## config.mk

```make
export PLATFORM = sky130hd
export DESIGN_NAME = uart_rx_cfg
export DESIGN_NICKNAME = d
export VERILOG_FILES = /design/src/rtl/uart_rx_cfg.sv
export SDC_FILE = /design/constraint.sdc
export NUM_CORES = 1
export LEC_CHECK = 0
export ABC_CLOCK_PERIOD_IN_PS = 2550
export BUFFER_PORTS_ARGS = -buffer_cell sky130_fd_sc_hd__buf_2
export CAP_MARGIN = 15
export CORE_MARGIN = 2
export CORE_UTILIZATION = 40
export CTS_CLUSTER_SIZE = 16
export DETAILED_ROUTE_END_ITERATION = 16
export PLACE_DENSITY = 0.56
export REMOVE_ABC_BUFFERS = 1
export SLEW_MARGIN = 40
export SYNTH_ARGS = -nofsm -noshare
export SYNTH_HDL_FRONTEND = slang
export SYNTH_SLANG_ARGS = --single-unit
export TNS_END_PERCENT = 100
```

## constraint.sdc

```tcl
create_clock -name clk_i -period 2.55 [get_ports clk_i]
set_input_delay 0.51 -clock clk_i [delete_from_list [all_inputs] [get_ports clk_i]]
set_output_delay 0.51 -clock clk_i [all_outputs]
set_load 0.01 [all_outputs]
```

## src/rtl/uart_rx_cfg.sv

```systemverilog
// Runtime-configurable oversampling UART receiver feeding an error-tagged RX FIFO with sticky status.
// Latency: entry pushed at mid-sample of the last stop bit, visible on v_o one cycle later.
// Backpressure: none toward the line; a full FIFO without a same-cycle pop drops the frame and sets overflow_o.
module uart_rx_cfg #(
  parameter int os_p            = 16,
  parameter int max_data_bits_p = 9,
  parameter int div_width_p     = 16,
  parameter int fifo_els_p      = 16,
  parameter int sync_stages_p   = 2
) (
  input  logic                               clk_i,
  input  logic                               reset_n_i,
  input  logic                               cfg_en_i,
  input  logic [div_width_p-1:0]             cfg_div_i,
  input  logic [3:0]                         cfg_data_bits_i,
  input  logic [1:0]                         cfg_parity_i,
  input  logic                               cfg_stop2_i,
  input  logic                               rx_i,
  output logic                               v_o,
  output logic [max_data_bits_p-1:0]         data_o,
  output logic                               data_frame_err_o,
  output logic                               data_parity_err_o,
  input  logic                               yumi_i,
  output logic [$clog2(fifo_els_p+1)-1:0]    count_o,
  input  logic                               clr_err_i,
  output logic                               overflow_o,
  output logic                               frame_err_o,
  output logic                               parity_err_o,
  output logic                               break_o
);

  localparam int os_w  = $clog2(os_p);
  localparam int ptr_w = $clog2(fifo_els_p);
  localparam int cnt_w = $clog2(fifo_els_p+1);
  localparam int ent_w = max_data_bits_p + 2;
  localparam logic [os_w-1:0] os_a    = os_w'(os_p/2 - 1);
  localparam logic [os_w-1:0] os_b    = os_w'(os_p/2);
  localparam logic [os_w-1:0] os_c    = os_w'(os_p/2 + 1);
  localparam logic [os_w-1:0] os_last = os_w'(os_p - 1);
  localparam logic [3:0]      nb_min  = 4'd5;
  localparam logic [3:0]      nb_max  = 4'(max_data_bits_p);

  typedef enum logic [2:0] {IDLE, START, DATA, PARITY, STOP, BREAK} state_e;

  state_e                     state_q, state_n;
  logic [1:0]                 rst_sync_q;
  logic                       rst_n;
  logic [sync_stages_p-1:0]   sync_q;
  logic                       rx_s;
  logic [div_width_p-1:0]     div_q, div_cnt_q, div_m1;
  logic [os_w-1:0]            os_cnt_q;
  logic                       v0_q, v1_q;
  logic                       tick, mid, sample;
  logic [3:0]                 nb_q, nb_clamp, bit_idx_q;
  logic                       par_en_q, par_odd_q, stop2_q, stop_idx_q;
  logic [max_data_bits_p-1:0] data_q;
  logic                       ferr_q, perr_q, par_bit_q, fe_now, brk_cond;
  logic                       start_det, push_req, brk_set;
  logic [ent_w-1:0]           mem_q [fifo_els_p];
  logic [ent_w-1:0]           head;
  logic [ptr_w-1:0]           wr_ptr_q, rd_ptr_q;
  logic [cnt_w-1:0]           count_q;
  logic                       full, pop, push;
  logic                       overflow_q, frame_err_q, parity_err_q, break_q;

  // Reset asserts asynchronously and releases on a clock edge.
  always_ff @(posedge clk_i or negedge reset_n_i) begin
    if (!reset_n_i) rst_sync_q <= 2'b00;
    else            rst_sync_q <= {rst_sync_q[0], 1'b1};
  end
  assign rst_n = rst_sync_q[1];

  // Synchronize the async line; idle-high so reset does not look like a start bit.
  always_ff @(posedge clk_i or negedge rst_n) begin
    if (!rst_n) sync_q <= '1;
    else        sync_q <= {sync_q[sync_stages_p-2:0], rx_i};
  end
  assign rx_s = sync_q[sync_stages_p-1];

  assign div_m1   = (div_q == '0) ? '0 : div_q - div_width_p'(1);
  assign tick     = (div_cnt_q >= div_m1);
  assign mid      = tick && (os_cnt_q == os_c);
  assign sample   = (v0_q & v1_q) | (v0_q & rx_s) | (v1_q & rx_s);
  assign brk_cond = (data_q == '0) && (!par_en_q || !par_bit_q);
  assign fe_now   = ferr_q | ~sample;

  // Clamp the programmed data width into the supported range.
  always_comb begin
    nb_clamp = cfg_data_bits_i;
    if (cfg_data_bits_i < nb_min)      nb_clamp = nb_min;
    else if (cfg_data_bits_i > nb_max) nb_clamp = nb_max;
  end

  // Tick divider, position within the bit, and the two early majority votes.
  always_ff @(posedge clk_i or negedge rst_n) begin
    if (!rst_n) begin
      div_cnt_q <= '0;
      os_cnt_q  <= '0;
      v0_q      <= 1'b1;
      v1_q      <= 1'b1;
    end else begin
      if (start_det || brk_set || (state_q == BREAK && !rx_s)) begin
        div_cnt_q <= '0;
        os_cnt_q  <= '0;
      end else if (tick) begin
        div_cnt_q <= '0;
        os_cnt_q  <= (os_cnt_q == os_last) ? '0 : os_cnt_q + os_w'(1);
      end else begin
        div_cnt_q <= div_cnt_q + div_width_p'(1);
      end
      if (tick && os_cnt_q == os_a) v0_q <= rx_s;
      if (tick && os_cnt_q == os_b) v1_q <= rx_s;
    end
  end

  // FSM state register.
  always_ff @(posedge clk_i or negedge rst_n) begin
    if (!rst_n) state_q <= IDLE;
    else        state_q <= state_n;
  end

  // FSM next state and per-frame strobes; disabling the receiver aborts any frame.
  always_comb begin
    state_n   = state_q;
    start_det = 1'b0;
    push_req  = 1'b0;
    brk_set   = 1'b0;
    case (state_q)
      IDLE:   if (cfg_en_i && !rx_s) begin
                start_det = 1'b1;
                state_n   = START;
              end
      START:  if (mid) state_n = sample ? IDLE : DATA;
      DATA:   if (mid && bit_idx_q == nb_q - 4'd1) state_n = par_en_q ? PARITY : STOP;
      PARITY: if (mid) state_n = STOP;
      STOP:   if (mid) begin
                if (!stop_idx_q && !sample && brk_cond) begin
                  brk_set = 1'b1;
                  state_n = BREAK;
                end else if (stop_idx_q == stop2_q) begin
                  push_req = 1'b1;
                  state_n  = IDLE;
                end
              end
      BREAK:  if (tick && rx_s && os_cnt_q == os_last) state_n = IDLE;
      default: state_n = IDLE;
    endcase
    if (!cfg_en_i) begin
      state_n   = IDLE;
      start_det = 1'b0;
      push_req  = 1'b0;
      brk_set   = 1'b0;
    end
  end

  // Frame datapath: latch config at start, then collect data, parity and stop results.
  always_ff @(posedge clk_i or negedge rst_n) begin
    if (!rst_n) begin
      div_q      <= '0;
      nb_q       <= nb_min;
      par_en_q   <= 1'b0;
      par_odd_q  <= 1'b0;
      stop2_q    <= 1'b0;
      data_q     <= '0;
      bit_idx_q  <= '0;
      stop_idx_q <= 1'b0;
      ferr_q     <= 1'b0;
      perr_q     <= 1'b0;
      par_bit_q  <= 1'b0;
    end else if (start_det) begin
      div_q      <= cfg_div_i;
      nb_q       <= nb_clamp;
      par_en_q   <= (cfg_parity_i == 2'b01) || (cfg_parity_i == 2'b10);
      par_odd_q  <= (cfg_parity_i == 2'b10);
      stop2_q    <= cfg_stop2_i;
      data_q     <= '0;
      bit_idx_q  <= '0;
      stop_idx_q <= 1'b0;
      ferr_q     <= 1'b0;
      perr_q     <= 1'b0;
      par_bit_q  <= 1'b0;
    end else if (mid) begin
      case (state_q)
        DATA: begin
          for (int i = 0; i < max_data_bits_p; i++)
            if (bit_idx_q == 4'(i)) data_q[i] <= sample;
          bit_idx_q <= bit_idx_q + 4'd1;
        end
        PARITY: begin
          perr_q    <= ((^data_q) ^ sample) != par_odd_q;
          par_bit_q <= sample;
        end
        STOP: begin
          ferr_q     <= fe_now;
          stop_idx_q <= 1'b1;
        end
        default: ;
      endcase
    end
  end

  assign pop  = yumi_i && (count_q != '0);
  assign full = (count_q == cnt_w'(fifo_els_p));
  assign push = push_req && (!full || pop);

  // FIFO storage; contents are only observed through the valid-gated head.
  always_ff @(posedge clk_i) begin
    if (push) mem_q[wr_ptr_q] <= {perr_q, fe_now, data_q};
  end

  // FIFO pointers and occupancy.
  always_ff @(posedge clk_i or negedge rst_n) begin
    if (!rst_n) begin
      wr_ptr_q <= '0;
      rd_ptr_q <= '0;
      count_q  <= '0;
    end else begin
      if (push) wr_ptr_q <= wr_ptr_q + ptr_w'(1);
      if (pop)  rd_ptr_q <= rd_ptr_q + ptr_w'(1);
      if (push && !pop)      count_q <= count_q + cnt_w'(1);
      else if (pop && !push) count_q <= count_q - cnt_w'(1);
    end
  end

  // Sticky status; a new event in the same cycle as a clear wins.
  always_ff @(posedge clk_i or negedge rst_n) begin
    if (!rst_n) begin
      overflow_q   <= 1'b0;
      frame_err_q  <= 1'b0;
      parity_err_q <= 1'b0;
      break_q      <= 1'b0;
    end else begin
      overflow_q   <= (push_req && full && !pop) | (overflow_q   & ~clr_err_i);
      frame_err_q  <= (push_req && fe_now)       | (frame_err_q  & ~clr_err_i);
      parity_err_q <= (push_req && perr_q)       | (parity_err_q & ~clr_err_i);
      break_q      <= brk_set                    | (break_q      & ~clr_err_i);
    end
  end

  assign head              = mem_q[rd_ptr_q];
  assign v_o               = (count_q != '0);
  assign data_o            = v_o ? head[max_data_bits_p-1:0] : '0;
  assign data_frame_err_o  = v_o & head[max_data_bits_p];
  assign data_parity_err_o = v_o & head[max_data_bits_p+1];
  assign count_o           = count_q;
  assign overflow_o        = overflow_q;
  assign frame_err_o       = frame_err_q;
  assign parity_err_o      = parity_err_q;
  assign break_o           = break_q;

endmodule
```

== After elaboration in Yosys (flattened, before gate mapping) ==
Memory sizes are Yosys's and may differ from the RTL's.
Index checks and enable logic that the tools add are counted.
Widths: inputs -> output; s select.
Storage, ports and cells
  register bits after elaboration: 86
  bits in latches: 0
  bits in writable memories: 176
  memory bits (read-only): 0
  bits of input ports: 29
  output and inout bits: 21
  logic and storage cells: 225
  memories: 1
Cells by class
  $add $sub $neg: 9
  $mul: 0
  div/mod/pow operators: 0
  $lt $le $gt $ge: 3
  equal/unequal tests: 30
  shift-type cells: 0
  multiplexer cells: 64
  bitwise operators: 19
  reduce and logical (&&, ||, !) cells: 66
Memory list
  mem_q: words 16, bits a word 11, rd ports 1, clocked after Yosys merged registers in 0, write ports 1, line 59  | logic [ent_w-1:0] mem_q [fifo_els_p];
Operators by type and width (number)
  $mux 16: 3
  $mux 9: 4
  $mux 1: 35
  $mux 4: 8
  $mux 3: 10
  $reduce_bool 2->1: 15
  $reduce_and 3->1: 9
  $eq 4x3->1 const B: 5
  $logic_and 1x1->1: 19
  $pmux 3 s6: 1
  $add 16x1->16 const B: 1
  $add 4x1->4 const B: 4
  $eq 4x4->1 const B: 4
  $ge 16x16->1: 1
  $logic_not 16->1: 1
  $sub 16x1->16 const B: 1
  $ne 3x3->1 const B: 5
  $mux 5: 2
  $and 1x1->1: 9
  $logic_not 9->1: 1
  $reduce_xor 9->1: 1
  $eq 4x2->1 const B: 2
  $logic_not 1->1: 8
  $or 1x1->1: 7
  other kinds (26): 35

== Longest topological paths before layout ==
  word-level depth: 15
  mapped depth: 21
  mapped depth without buffers: 19

== Worst setup path before layout ==
Ideal clock, no wire load.
  path type: register to register
  from: register div_q[7]
  to: register count_q[4], in the netlist count_o[4]
  setup time: 0.127 ns
  arrival time: 4.400 ns
  data required time: 2.423 ns
  slack: -1.977 ns
  cell stages (with the launch flop): 21
  path buffers: 1
  period minus slack after synthesis: 4.527 ns
  path through: dfrtp_1 or4_4 nor4_4 nand2b_2 nor3_1 nand4b_1 and2_1 ha_1 nand2b_1 a2111o_1 a31oi_4 a31oi_1 buf_2 ha_1 inv_1 ha_1 a21o_1 a21oi_1 xnor2_1 nor2_1 xor2_1
On the way
  longest elaborated chain between the ends: 11
  elaborated cells on any way between the ends: 14
  classes of those cells: 1 x add/sub; 1 x order compare; 5 x mux; 7 x reduce/logical
RTL lines
  start: declaration: line 50  | logic [div_width_p-1:0] div_q, div_cnt_q, div_m1;
  start signal: assignment: line 171  | div_q <= cfg_div_i;
  $sub 16x1->16 / $logic_not 16->1 (equally long branches): line 80  | assign div_m1 = (div_q == '0) ? '0 : div_q - div_width_p'(1);
  $mux 16 *: line 80
  $ge 16x16->1 *: line 81  | assign tick = (div_cnt_q >= div_m1);
  $logic_and 1x1->1 *: line 82  | assign mid = tick && (os_cnt_q == os_c);
  $mux 1 *: line 136  | STOP: if (mid) begin
  $mux 1 *: line 128  | case (state_q)
  $mux 1 *: line 148  | if (!cfg_en_i) begin
  $logic_and 1x1->1 *: line 204  | assign push = push_req && (!full || pop);
  net push: line 63  | logic full, pop, push;
  $logic_not 1->1: line 221  | else if (pop && !push) count_q <= count_q - cnt_w'(1);
  $logic_and 1x1->1: line 221
  $reduce_bool 2->1 (no line)
  end signal: assignment: line 220  | if (push && !pop) count_q <= count_q + cnt_w'(1);
  end signal: assignment: line 221
  end: declaration: line 62  | logic [cnt_w-1:0] count_q;
Mark *: on every way through the listed nets, which the timed path passes. The rest lies on a longest branch.
A chain may end at the register's enable or synchronous reset.

== Worst setup path after layout ==
  from: register div_q[7]
  to: register count_q[3], in the netlist count_o[3]
On the way
  longest elaborated chain between the ends: 11
  elaborated cells on any way between the ends: 14
  classes of those cells: 1 x add/sub; 1 x order compare; 5 x mux; 7 x reduce/logical
RTL lines (line)
  $sub 16x1->16 / $logic_not 16->1 (equally long branches): 80
  $mux 16 *: 80
  $ge 16x16->1 *: 81
  $logic_and 1x1->1 *: 82
  $mux 1 *: 136
  $mux 1 *: 128
  $mux 1 *: 148
  $logic_and 1x1->1 *: 204
  $logic_not 1->1: 221
  $logic_and 1x1->1: 221
  $reduce_bool 2->1 (no line)
Mark *: on every way between the ends. The rest lies on a longest branch, timed or not.

==> results.txt <==
result of the run -> complete, but fails checks
Startpoint Class -> flip-flop
maximum number of pins on one net before global-route repair -> 38
mean post-synth cell area -> 14.3 sq um
combinational family with the most area after synthesis -> multiplexers
violations in the final reports -> negative setup slack
Avg Vias per Cell -> 5.08
Synth Flop Type -> sky130_fd_sc_hd__edfxtp_1
overall power of the completed layout -> 0.0110 W
CP endpoint kind -> flip-flop
routed vias -> 7407
fraction of post-synthesis cell area in the top cell type by area -> 44.3%
final worst setup slack -> -1.66 ns
fraction of synthesized cell area in xor and xnor cells -> 3.82%
number of buffers added on ports -> 49
number of synthesized register bits -> 262
sum of routed wire length over all layers -> 27.6 mm
area of the mapped netlist -> 0.0119 sq mm
half-perimeter wire length after detailed placement -> 17.2 mm
number of setup violations in the final report -> 242
Required @ worst endpoint -> 2.99 ns
number of antenna diodes -> 0
synth top area cells -> sky130_fd_sc_hd__edfxtp_1 44%, sky130_fd_sc_hd__dfrtp_1 17%, sky130_fd_sc_hd__mux4_2 10%, sky130_fd_sc_hd__ha_1 4.3%, sky130_fd_sc_hd__nand2_1 3.9%
Slew HR -> 55.9%
global-route congestion overflow total -> 0
Synth Warn # -> 0
CTS sink count -> 262
die boundary height -> 177 um
total routing resource utilization after global routing -> 18.1%
final worst path period share -> 165%
clock period minus worst slack -> 4.21 ns
library cell with the largest summed area after synthesis -> sky130_fd_sc_hd__edfxtp_1
Power per Cell Area -> 708 mW/mm^2
width of the die -> 177 um
largest vdd supply drop -> 0.655 mV
ys async rst share -> 32.8%
Row Count -> 63
Clock H-tree levels -> 1
simple-gate share of the synthesized area -> 11.7%
first-pass GRT wire length -> 43.3 mm
kind of path behind the tightest hold check -> input port to flip-flop
number of buffers inserted during clock tree synthesis -> 28
Max Slew Vio Count -> 0
count of flip-flops with a built-in enable after synthesis -> 176
maximum frequency from static timing analysis -> 238 MHz
post-route non-filler standard cell count -> 1458
starting density of the core -> 40.4%
multiplexer share of the synthesized area -> 12.0%
maximum fanout count along the critical path -> 4
number of hold violations in the final report -> 0
slew of the pin with the lowest slew margin -> 0.661 ns
count of unique library cells instantiated by Yosys -> 60
Crit path arrival time -> 4.64 ns
Ports -> 50
compound-gate portion of the synthesized area -> 3.23%
sequential share of the synthesized area -> 62.4%
Post-route DRC -> 0
residual antenna-violating net count after detailed routing -> 0
placed cell count -> 1381
synthesized-area fraction occupied by adder cells -> 4.57%
Filler Cell Count -> 2472
Routed wire per std cell -> 18.9 um
DR pass1 iterations -> 4
max-capacitance violation count -> 0
Final Net Count -> 1117
ratio of cells with drive above 1 in the final layout -> 35.7%
vias in the first global route -> 7665
Clock Tree Buf Depth -> 3
Clk Tree Root Cell -> sky130_fd_sc_hd__clkbuf_16
Fin Clk Skew -> 0.0269 ns
TritonCTS clock tree -> built
clock latency of the later-clocked register in the worst-skew pair -> 0.57 ns
RSZ-0062 raised after global routing -> true
crit path kind -> flip-flop to flip-flop
cell leakage power -> 6.43 nW
Die Area -> 0.0312 sq mm
Starting DRT DRC Count -> 429
FF+latch area -> 0.00745 sq mm
antenna violations before repair -> 0
gp weighted congestion -> 0.822
area growth from synthesis to layout -> 30.7%
area occupied by multi-input gates -> 0.00458 sq mm
clock-pin slew of the registers on the worst-case setup and hold paths -> 0.06 ns
cell count after synthesis -> 834
Core Area -> 0.0295 sq mm
cells by family after synthesis:
logic type,after synthesis
AOI/OAI and AO/OA,57
xor gates and xnor gates,52
adders and majority gates,43
buffers and inverters,63
DFF,262
muxes,74
other,1
and+or+nand+nor,282
stage by stage:
stage          utilization, %  hold slack (ns)  area, sq um  setup TNS [ns]  setup WS (ns)
6_report                 52.8           0.0577        15600         -327.05          -1.66
2_1_floorplan               -            0.214        11800         -396.75          -2.45
5_1_grt                  52.8           0.0303        15600         -364.54          -1.85
4_1_cts                  51.7           0.0334        15300         -304.06          -1.63
3_5_place_dp             46.8            0.305        13800         -301.04          -1.90
3_3_place_gp             46.8            0.298        13800         -278.02          -1.78
final cells by class:
| type | instances | share of cell area, % |
|---|---|---|
| clock inverters | 9 | 0.578 |
| clock buffers | 43 | 5.32 |
| multi-input cells | 514 | 29.4 |
| well taps | 390 | 3.13 |
| inverters | 30 | 0.739 |
| flip-flops and latches | 262 | 47.8 |
| repair buffers | 210 | 13.0 |
synthesized netlist by cell type (all sizes together), types with 3 or more instances:
| cell | n |
|---|---|
| clkbuf | 20 |
| buf | 13 |
| xor2 | 24 |
| xnor2 | 28 |
| and2 | 16 |
| a31oi | 5 |
| nor2 | 40 |
| edfxtp | 176 |
| nor3 | 15 |
| mux4 | 55 |
| nand2b | 8 |
| mux2 | 4 |
| dfstp | 6 |
| nand4b | 5 |
| o21ai | 18 |
| nand4 | 12 |
| nor4 | 6 |
| nand2 | 123 |
| nand3b | 3 |
| and3 | 22 |
| o31ai | 3 |
| inv | 30 |
| mux2i | 15 |
| ha | 41 |
| dfrtp | 80 |
| nand3 | 17 |
| or3 | 3 |
| nor2b | 6 |
| a21oi | 14 |
what timing repair did:
action	CTS	global route
resized for setup	72	52
setup endpoints to repair	242	242
hold endpoints to repair	2	0
buffers inserted	6	10
pin swaps	19	19
hold buffers	1	0
cloned	14	5
worst max-delay path, cell delays in order, from the launching register on:
cell	delay, ns
sky130_fd_sc_hd__dfrtp_1	0.37
sky130_fd_sc_hd__or4_4	0.55
sky130_fd_sc_hd__nor4_4	0.22
sky130_fd_sc_hd__nand2b_4	0.11
sky130_fd_sc_hd__nor3_4	0.11
sky130_fd_sc_hd__nand4b_1	0.12
sky130_fd_sc_hd__and2_1	0.15
sky130_fd_sc_hd__ha_1	0.27
sky130_fd_sc_hd__nand2b_4	0.13
sky130_fd_sc_hd__a2111o_1	0.47
sky130_fd_sc_hd__a31oi_4	0.21
sky130_fd_sc_hd__a31oi_1	0.11
sky130_fd_sc_hd__buf_4	0.16
sky130_fd_sc_hd__ha_4	0.16
sky130_fd_sc_hd__inv_4	0.07
sky130_fd_sc_hd__buf_4	0.10
sky130_fd_sc_hd__ha_1	0.21
sky130_fd_sc_hd__a21o_1	0.17
sky130_fd_sc_hd__a21oi_2	0.14
sky130_fd_sc_hd__xor2_1	0.16
sky130_fd_sc_hd__o21ai_1	0.07
registers in the layout, indices dropped and copies added, names as in the netlist, 4 cells and up:
signal	flops
os_cnt_q	4
rd_ptr_q	4
mem_q	176
div_q	16
wr_ptr_q	4
nb_q	4
bit_idx_q	4
data_q	9
count_o	5
div_cnt_q	16
worst paths after layout:
path	startpoint	to	slack, ns	cells past startpoint
worst max-delay path	div_q[7]	count_o[3]	-1.66	20
worst min-delay path	rx_i	sync_q[0]	0.06	1
worst max register to register	div_q[7]	count_o[3]	-1.66	20
worst min register to register	rst_sync_q[1]	div_cnt_q[14]	0.30	0
max in group asynchronous	rst_sync_q[1]	parity_err_o	1.48	2
min in group asynchronous	reset_n_i	rst_sync_q[1]	0.27	2
placed cells by master, fill, tap and decap left out, types with 5 or more instances in the layout:
cell type and instances:
sky130_fd_sc_hd__o21ai_0 15, sky130_fd_sc_hd__buf_16 8, sky130_fd_sc_hd__buf_4 110, sky130_fd_sc_hd__inv_1 29, sky130_fd_sc_hd__and2_4 9, sky130_fd_sc_hd__nor2b_1 6, sky130_fd_sc_hd__clkbuf_16 34, sky130_fd_sc_hd__buf_8 7
sky130_fd_sc_hd__clkbuf_1 9, sky130_fd_sc_hd__ha_1 37, sky130_fd_sc_hd__nand2b_1 6, sky130_fd_sc_hd__nor2_1 39, sky130_fd_sc_hd__clkbuf_8 5, sky130_fd_sc_hd__nand2_1 121, sky130_fd_sc_hd__buf_12 11, sky130_fd_sc_hd__nand4_1 11
sky130_fd_sc_hd__mux2i_1 15, sky130_fd_sc_hd__nand3_1 16, sky130_fd_sc_hd__mux4_2 55, sky130_fd_sc_hd__and3_1 6, sky130_fd_sc_hd__dfstp_2 6, sky130_fd_sc_hd__xor2_1 24, sky130_fd_sc_hd__dfrtp_1 77, sky130_fd_sc_hd__buf_2 40
sky130_fd_sc_hd__and2_1 7, sky130_fd_sc_hd__nor3_1 11, sky130_fd_sc_hd__edfxtp_1 176, sky130_fd_sc_hd__nand4b_1 5, sky130_fd_sc_hd__buf_6 28, sky130_fd_sc_hd__a21oi_1 11, sky130_fd_sc_hd__xnor2_1 26, sky130_fd_sc_hd__and3_4 21
routing by layer:
metal / vias up / GRT usage (%) / part of all wire, %
met5: - / 0 / 0
met4: 0 / 3.93 / 2.1
met3: 36 / 2.51 / 4.0
met2: 164 / 31.3 / 50
met1: 3695 / 24.3 / 44
li1: 3512 / - / -
where the power goes:
group | internal (W) | switching (W) | total, W
clock | 0.00234 | 0.00167 | 0.00400
combinational | 0.00104 | 0.00108 | 0.00211
sequential | 0.00474 | 0.000182 | 0.00492
total | 0.00811 | 0.00292 | 0.0110
No activity file was read; power rests on OpenSTA's default activity.
